File: src/rtl/heartbeat_gen_if.sv
// Heartbeat LED output bundle between the generator and the board pin logic.
// Latency: none, this is wiring only.
// Backpressure: none, the LED drive is a free-running level.
interface heartbeat_gen_if;
    logic led;

    modport master (output led);
    modport slave  (input  led);
endinterface : heartbeat_gen_if

File: src/rtl/heartbeat_gen.sv
// Free-running LED heartbeat: PULSE_CYCLES on-time every CYCLES_PER_SEC sysclk cycles.
// Latency: led is registered; the first pulse starts on the first edge after reset release.
// Backpressure: none; only sysrst (async, active-high) stops it. Macro HEARTBEAT_DOUBLE_BEAT_EN adds a second beat.
module heartbeat_gen #(
    parameter int unsigned CYCLES_PER_SEC = 100000000,
    parameter int unsigned PULSE_CYCLES   = 20000000,
    parameter bit          LED_ACTIVE_LOW = 1'b0
) (
    input  logic            sysclk,
    input  logic            sysrst,
    heartbeat_gen_if.master hb
);

    // Counter just wide enough to hold CYCLES_PER_SEC-1.
    localparam int unsigned CNT_W = (CYCLES_PER_SEC > 1) ? $clog2(CYCLES_PER_SEC) : 1;
    localparam logic [CNT_W-1:0] CNT_MAX = CNT_W'(CYCLES_PER_SEC - 1);

`ifdef HEARTBEAT_DOUBLE_BEAT_EN
    // Second beat window [2P, 3P); dropped entirely when it would not fit in the period.
    localparam int unsigned BEAT2_LO = 2 * PULSE_CYCLES;
    localparam int unsigned BEAT2_HI = 3 * PULSE_CYCLES;
    localparam bit          BEAT2_EN = (BEAT2_HI <= CYCLES_PER_SEC);
`endif

    // A one-cycle period cannot show a pulse; refuse to build it.
    generate
        if (CYCLES_PER_SEC < 2) begin : gen_bad_period
            $error("heartbeat_gen: CYCLES_PER_SEC must be >= 2");
        end
    endgenerate

    logic [CNT_W-1:0] cnt_q;
    logic [CNT_W-1:0] cnt_d;
    logic             on_q;
    logic             on_d;
    logic [31:0]      cnt_ext;

    // Next count: wrap exactly at CYCLES_PER_SEC-1 so the count never exceeds it.
    always_comb begin
        cnt_d = cnt_q + CNT_W'(1);
        if (cnt_q == CNT_MAX) begin
            cnt_d = '0;
        end
    end

    // Pulse decode at full 32-bit width so large PULSE_CYCLES values never truncate.
    always_comb begin
        cnt_ext = 32'(cnt_q);
        on_d    = (cnt_ext < PULSE_CYCLES);
`ifdef HEARTBEAT_DOUBLE_BEAT_EN
        if (BEAT2_EN && (cnt_ext >= BEAT2_LO) && (cnt_ext < BEAT2_HI)) begin
            on_d = 1'b1;
        end
`endif
    end

    // State registers; reset forces the LED dark immediately, without a clock.
    always_ff @(posedge sysclk or posedge sysrst) begin
        if (sysrst) begin
            cnt_q <= '0;
            on_q  <= 1'b0;
        end else begin
            cnt_q <= cnt_d;
            on_q  <= on_d;
        end
    end

    // Polarity is a constant, so led is the on flop's output with no input path.
    assign hb.led = on_q ^ LED_ACTIVE_LOW;

endmodule : heartbeat_gen

File: src/flat_wrapper.sv
// flat-port wrapper written by rule: the top's interface ports become plain ports
module heartbeat_gen_flat 
#(
    parameter int unsigned CYCLES_PER_SEC = 100000000,
    parameter int unsigned PULSE_CYCLES   = 20000000,
    parameter bit          LED_ACTIVE_LOW = 1'b0
)
  (sysclk, sysrst, hb_led);
  heartbeat_gen_if hb_i ();
  input  logic sysclk;
  input  logic sysrst;
  output wire logic [$bits(hb_i.led)-1:0] hb_led;
  assign hb_led = hb_i.led;
  heartbeat_gen #(.CYCLES_PER_SEC(CYCLES_PER_SEC), .PULSE_CYCLES(PULSE_CYCLES), .LED_ACTIVE_LOW(LED_ACTIVE_LOW)) u_core (.sysclk(sysclk), .sysrst(sysrst), .hb(hb_i));
endmodule
File: config.mk
export PLATFORM = sky130hd
export DESIGN_NAME = heartbeat_gen_flat
export DESIGN_NICKNAME = d
export VERILOG_FILES = /design/src/rtl/heartbeat_gen_if.sv /design/src/rtl/heartbeat_gen.sv /design/src/flat_wrapper.sv
export SDC_FILE = /design/constraint.sdc
export NUM_CORES = 1
export LEC_CHECK = 0
export CORE_MARGIN = 2
export CORE_UTILIZATION = 35
export DETAILED_ROUTE_END_ITERATION = 16
export PLACE_DENSITY = 0.58
export RECOVER_POWER = 25
export SLEW_MARGIN = 10
export SYNTH_ARGS = -nofsm -noshare
export SYNTH_HDL_FRONTEND = slang
export SYNTH_SLANG_ARGS = --single-unit
File: constraint.sdc
create_clock -name sysclk -period 4.3 [get_ports sysclk]
set_clock_uncertainty 0.15 [all_clocks]
set_input_delay 0.86 -clock sysclk [delete_from_list [all_inputs] [get_ports sysclk]]
set_output_delay 0.86 -clock sysclk [all_outputs]
set_load 0.005 [all_outputs]
==> results of run 1 <==
[metal layers]
layer	up-vias	share of wire, %
li1	613	-
met1	585	49
met2	25	46
met3	6	3.4
met4	0	1.5
met5	-	0
[worst max-delay path: stages, from the launching register on]
cell and delay [ns]:
dfrtp_1 0.42, nand4_1 0.30, or4_4 0.61, or4_1 0.47
a21oi_1 0.14
[state kept, by name, indices dropped and copies added (netlist names)]
name,count
u_core.hb.led,1
u_core.cnt_q,27
[stage by stage]
stage | instance area [µm²] | utilization (%) | power [W] | worst slack [ns] | hold WS, ns
after global placement | 1620 | 37.2 | 0.000274 | 2.02 | 0.310
after detailed placement | 1620 | 37.2 | 0.000275 | 1.99 | 0.318
final | 1670 | 38.4 | 0.000473 | 2.13 | 0.329
after floorplan | 1590 | - | 0.000272 | 2.34 | 0.298
after global routing | 1670 | 38.4 | 0.000494 | 1.96 | 0.374
after CTS | 1690 | 38.8 | 0.000484 | 2.18 | 0.333
[path summary, 6_finish.rpt]
| check | start | endpoint | slack, ns | cells after the start |
|---|---|---|---|---|
| max in group asynchronous | sysrst | u_core.hb.led$_DFF_PP0_ | 2.41 | 2 |
| hold / removal | u_core.cnt_q[0]$_DFF_PP0_ | u_core.cnt_q[0]$_DFF_PP0_ | 0.33 | 1 |
| min in group asynchronous | sysrst | u_core.cnt_q[0]$_DFF_PP0_ | 0.97 | 2 |
| hold reg to reg | u_core.cnt_q[0]$_DFF_PP0_ | u_core.cnt_q[0]$_DFF_PP0_ | 0.33 | 1 |
| setup / recovery | u_core.cnt_q[3]$_DFF_PP0_ | u_core.cnt_q[23]$_DFF_PP0_ | 2.13 | 4 |
| setup reg to reg | u_core.cnt_q[3]$_DFF_PP0_ | u_core.cnt_q[23]$_DFF_PP0_ | 2.13 | 4 |
[synthesized netlist by cell type, types with 2 or more instances]
cell type | number | area (µm²)
nand2_1 | 16 | 60.1
nand3_1 | 13 | 65.1
dfrtp_1 | 28 | 701
or3_2 | 2 | 15.0
nand4_1 | 9 | 56.3
a21oi_1 | 4 | 20.0
nor2_1 | 9 | 33.8
o31ai_1 | 2 | 15.0
and3_2 | 2 | 15.0
and4_1 | 2 | 17.5
or2_2 | 3 | 18.8
o32ai_1 | 2 | 17.5
xor2_1 | 5 | 43.8
and3_1 | 4 | 25.0
nor4bb_1 | 2 | 20.0
o21ai_0 | 6 | 30.0
inv_1 | 4 | 15.0
mux2i_1 | 2 | 20.0
or4_1 | 6 | 45.0
or3_1 | 2 | 12.5
o41ai_1 | 2 | 17.5
o211ai_1 | 4 | 30.0
nor4_1 | 3 | 18.8
xnor2_1 | 9 | 78.8
nor3_1 | 5 | 25.0
clkbuf_1 | 9 | 33.8
[logic make-up (layout without fill, tap and decap cells)]
kind of cell	Yosys count	in the layout	share of synthesized area, %
xor+xnor	14	14	7.73
simple gates	85	85	31.5
compound gates	24	24	10.2
flops	28	28	44.2
fa+ha+maj	1	1	0.789
mux	2	2	1.26
buf+inv	16	10	4.34
[final cells by class]
cell class                 count  area, µm²  share of cell area, %
sequential                    28        701                   41.9
clock buffer                   3       41.3                   2.47
tap                           52       65.1                   3.89
multi-input combinational    126        802                   47.9
clock inverter                 1       30.0                   1.79
inverter                       4       15.0                  0.897
timing repair buffer           2       20.0                   1.20
[report_power, final]
group	leakage, nW	total (W)	switching, W	internal (W)
sequential	0.372	0.000263	0	0.000263
clock	0.0357	0.000204	0.0000793	0.000125
combinational	0.245	0.00000566	0.00000483	0.000000833
total	0.653	0.000473	0.0000841	0.000388
==> flow_summary.json, run 1 <==
{
  "dp_hpwl_um": 2320,
  "tns_ns": 0,
  "ctsResizeCount": 0,
  "layout_common_cells": "dfrtp_1 (28), nand2_1 (16), nand3_1 (13), nand4_1 (10)",
  "final-hold-violation-count": 0,
  "worstPathMaxFanout": 9,
  "ys_types": 41,
  "insertion_delay_ns": 0.27,
  "cp.required_ns": 4.36,
  "route.detailed.drc": 0,
  "use_met3_pct": 2.11,
  "cp-end-kind": "flip-flop",
  "drv_slew": 0,
  "area_delta_synth_final_pct": 5.52,
  "pwr_density_cell_nw_per_um2": 282,
  "timing.final.crit_share_pct": 50.4,
  "fp-row-count": 24,
  "fp.dieH_um": 71.3,
  "p_leak_nw": 0.653,
  "core_um2": 4350,
  "antenna_found_initial": 0,
  "n_fill_cell": 434,
  "die_x_um": 71.3,
  "layout-drive-gt1-share_pct": 7.32,
  "grt_overflow": 0,
  "hold_buffers": 0,
  "routed_wl_um": 3200,
  "num_antenna_cells": 0,
  "use_met2_pct": 22.4,
  "synth_ff_type": "dfrtp_1",
  "crit_type": "reg -> reg",
  "worstSetupStartpointType": "flip-flop",
  "yosys_warnings": 0,
  "grt_busiest_layer": "met2",
  "drtAntennaViolNets": 0,
  "synth_nets": 173,
  "worstPathArrival_ns": 2.22,
  "drv_cap": 0,
  "num-nets-final": 168,
  "fmax_ghz": 0.462,
  "synthCells": 170,
  "rsz0062_at_grt": "no",
  "relSlewSlack_pct": 31.8,
  "dr.pass1.iters": 4,
  "design.portCount": 3,
  "synth_edf_count": 0,
  "layout_commonest_cell": "dfrtp_1",
  "gp_congestion": 0.858,
  "synth_seq_cells": 28,
  "cts_buffer_depth": 2,
  "first_global_vias": 1230,
  "setup_viol": 0,
  "syn_area_per_cell_um2": 9.33,
  "grt_pass1_wl_um": 5750,
  "synth_area_um2": 1590,
  "ir_drop_mv": 0.125,
  "grt_use_met1_pct": 19.8,
  "htreeDepth": 1,
  "wl_per_cell_um": 14.8,
  "track_usage_pct": 14.1,
  "synth.yosys.seq_area_share_pct": 44.2,
  "stdcell_count": 216,
  "grt_max_degree": 29,
  "start_util_pct": 36.4,
  "drt_iter0_drc": 75,
  "period_minus_slack_ns": 2.17,
  "outcome": "complete, no violations",
  "cts_tree": "built",
  "viasPerCell": 5.69,
  "ctsRootBufferMaster": "clkbuf_8",
  "vias": 1229,
  "place_inst": 212,
  "clkSlewWorstSetupHoldPaths_ns": 0.09,
  "post_cts_buffers": 0,
  "io_buffer_count": 2,
  "worst_pin_slew_ns": 1.02,
  "hold_class": "reg -> reg",
  "die_area_um2": 5090,
  "cts_made_buffers": 3,
  "synthArstFlopShare_pct": 100,
  "clock-sinks": 28
}
No activity file was read; power rests on OpenSTA's default activity.
==> inputs of run 2 (changes only) <==
clock period = 2.23 ns   (was 4.3 ns; I/O delays follow)
==> flow_summary.json, run 2 (synthesis gave the netlist of run 1 again) <==
{
  "outcome": "complete, no violations",
  "swShare_pct": 18.9,
  "cp.buffers_inverters": 0,
  "die_x_um": 71.3,
  "die_area_um2": 5090,
  "layout_commonest_cell": "dfrtp_1",
  "cp_slowest_cell": "or4_1",
  "p_leak_nw": 0.685,
  "final-hold-violation-count": 0,
  "cts_made_buffers": 3,
  "fp.dieH_um": 71.3,
  "grt_pass1_wl_um": 6050,
  "wl_per_cell_um": 15.4,
  "dp_hpwl_um": 2530,
  "vias": 1298,
  "setup_viol": 0,
  "route.detailed.drc": 0,
  "p_switching_w": 0.000174,
  "largest_register_ffs": 27,
  "cp-end-kind": "flip-flop",
  "design.portCount": 3,
  "grt_overflow": 0,
  "drv_slew": 0,
  "layout_common_cells": "dfrtp_1 (28), nand2_1 (16), nand3_1 (13)",
  "dp_slack_ns": 0.158,
  "pwr_density_cell_nw_per_um2": 534,
  "timing.final.crit_share_pct": 93.9,
  "drt_iter0_drc": 216,
  "slowest_delay_ns": 0.52,
  "post_cts_buffers": 0,
  "combPwrFrac_pct": 1.3,
  "critPathTopFamily": "simple AND/OR/NAND/NOR gates",
  "holdCritStartpoint": "u_core.cnt_q[0]$_DFF_PP0_",
  "final_core_util_pct": 39.8,
  "cts_tree": "built",
  "place_area_um2": 1660,
  "worst_pin_slew_ns": 0.697,
  "seqPwrFrac_pct": 54.9,
  "rsz0062_at_grt": "no",
  "core_um2": 4350,
  "routed_wl_um": 3420,
  "ctsResizeCount": 0,
  "layout-drive-gt1-share_pct": 11.8,
  "ctsRootBufferMaster": "clkbuf_8",
  "io_buffer_count": 2,
  "dr.pass1.iters": 4,
  "fmax_ghz": 0.478,
  "hold_buffers": 0,
  "gp_congestion": 0.879,
  "ir_drop_mv": 0.424,
  "first_global_vias": 1211,
  "num-nets-final": 174,
  "worstSetupStartpointType": "flip-flop",
  "area_delta_synth_final_pct": 9.15,
  "p_clk_share_pct": 43.8,
  "n_fill_cell": 432,
  "relSlewSlack_pct": 53.5,
  "num_antenna_cells": 0,
  "fp-row-count": 24,
  "cts_buffer_depth": 2,
  "worstPathArrival_ns": 2.17,
  "drv_cap": 0,
  "htreeDepth": 1,
  "cp-startpoint": "u_core.cnt_q[0]$_DFF_PP0_",
  "crit_top_cell": "nand3_1",
  "worstPathMaxFanout": 5,
  "period_minus_slack_ns": 2.09,
  "largest-register": "u_core.cnt_q",
  "timing.final.ws_setup_ns": 0.136,
  "tns_ns": 0,
  "crit_type": "reg -> reg",
  "antenna_found_initial": 0,
  "r2r_start": "u_core.cnt_q[0]$_DFF_PP0_",
  "grt_max_degree": 29,
  "start_util_pct": 36.4,
  "hold_class": "reg -> reg",
  "crit_path_cell_trace": "ha_1 > nand3_1 > or3_2 > or4_1 > nand3_1",
  "internal_power_w": 0.000750,
  "cp.required_ns": 2.30,
  "drtAntennaViolNets": 0,
  "insertion_delay_ns": 0.28,
  "track_usage_pct": 14.9,
  "post-route-cell-area_um2": 1730,
  "clock-sinks": 28,
  "clkSlewWorstSetupHoldPaths_ns": 0.10,
  "viasPerCell": 5.85
}
-- run 2: cell count changes in the layout (fill, tap and decap cells not counted) --
| cell | delta |
|---|---|
| buf_4 | +5 |
| clkbuf_2 | +1 |
| clkdlybuf4s50_1 | -1 |
| dlygate4sd3_1 | +1 |
| nand4_1 | -1 |
| nand4_4 | +1 |
| or2_0 | -1 |
| or2_2 | +1 |
-- run 2: path summary, 6_finish.rpt --
| check | end | slack [ns] | cells past startpoint |
|---|---|---|---|
| worst max register to register | u_core.cnt_q[26]$_DFF_PP0_ | 0.14 | 5 |
| worst max-delay path | u_core.cnt_q[26]$_DFF_PP0_ | 0.14 | 5 |
| worst min-delay path | u_core.cnt_q[0]$_DFF_PP0_ | 0.33 | 1 |
| min in group asynchronous | u_core.cnt_q[26]$_DFF_PP0_ | 0.63 | 3 |
| max in group asynchronous | u_core.cnt_q[21]$_DFF_PP0_ | 0.85 | 3 |
| worst min register to register | u_core.cnt_q[0]$_DFF_PP0_ | 0.33 | 1 |
-- run 2: final cells by class --
class                           instances  area, µm²  share of cell area [%]
Multi-Input combinational cell        126        817                    47.2
Sequential cell                        28        701                    40.5
Tap cell                               52       65.1                    3.76
Timing Repair Buffer                    8       62.6                    3.61
Clock buffer                            3       41.3                    2.38
Clock inverter                          1       30.0                    1.73
Inverter                                4       15.0                   0.867
-- run 2: through the flow --
step | total power (W) | hold WS, ns | std cells
4_1_cts | 0.000934 | 0.332 | 222
6_report | 0.000924 | 0.328 | 222
5_1_grt | 0.000955 | 0.365 | 222
3_5_place_dp | 0.000531 | 0.318 | 218
3_3_place_gp | 0.000530 | 0.310 | 218
2_1_floorplan | 0.000525 | 0.298 | 170
-- run 2: metal layers --
layer / up-vias / track usage [%] / share of wire, % / wire, µm
li1: 629 / - / - / -
met1: 610 / 21.1 / 44 / 1500
met2: 52 / 23.5 / 47 / 1620
met3: 7 / 3.38 / 7.2 / 245
met4: 0 / 3.14 / 1.4 / 48
met5: - / 0 / 0 / 0
-- run 2: power by group through the flow --
stage | clock network (W) | logic (W) | registers, W
floorplan | 0 | 0.00000752 | 0.000517
global placement | 0 | 0.0000132 | 0.000517
detailed placement | 0 | 0.0000139 | 0.000517
CTS | 0.000412 | 0.0000139 | 0.000507
global route | 0.000434 | 0.0000144 | 0.000507
finish | 0.000405 | 0.0000117 | 0.000507
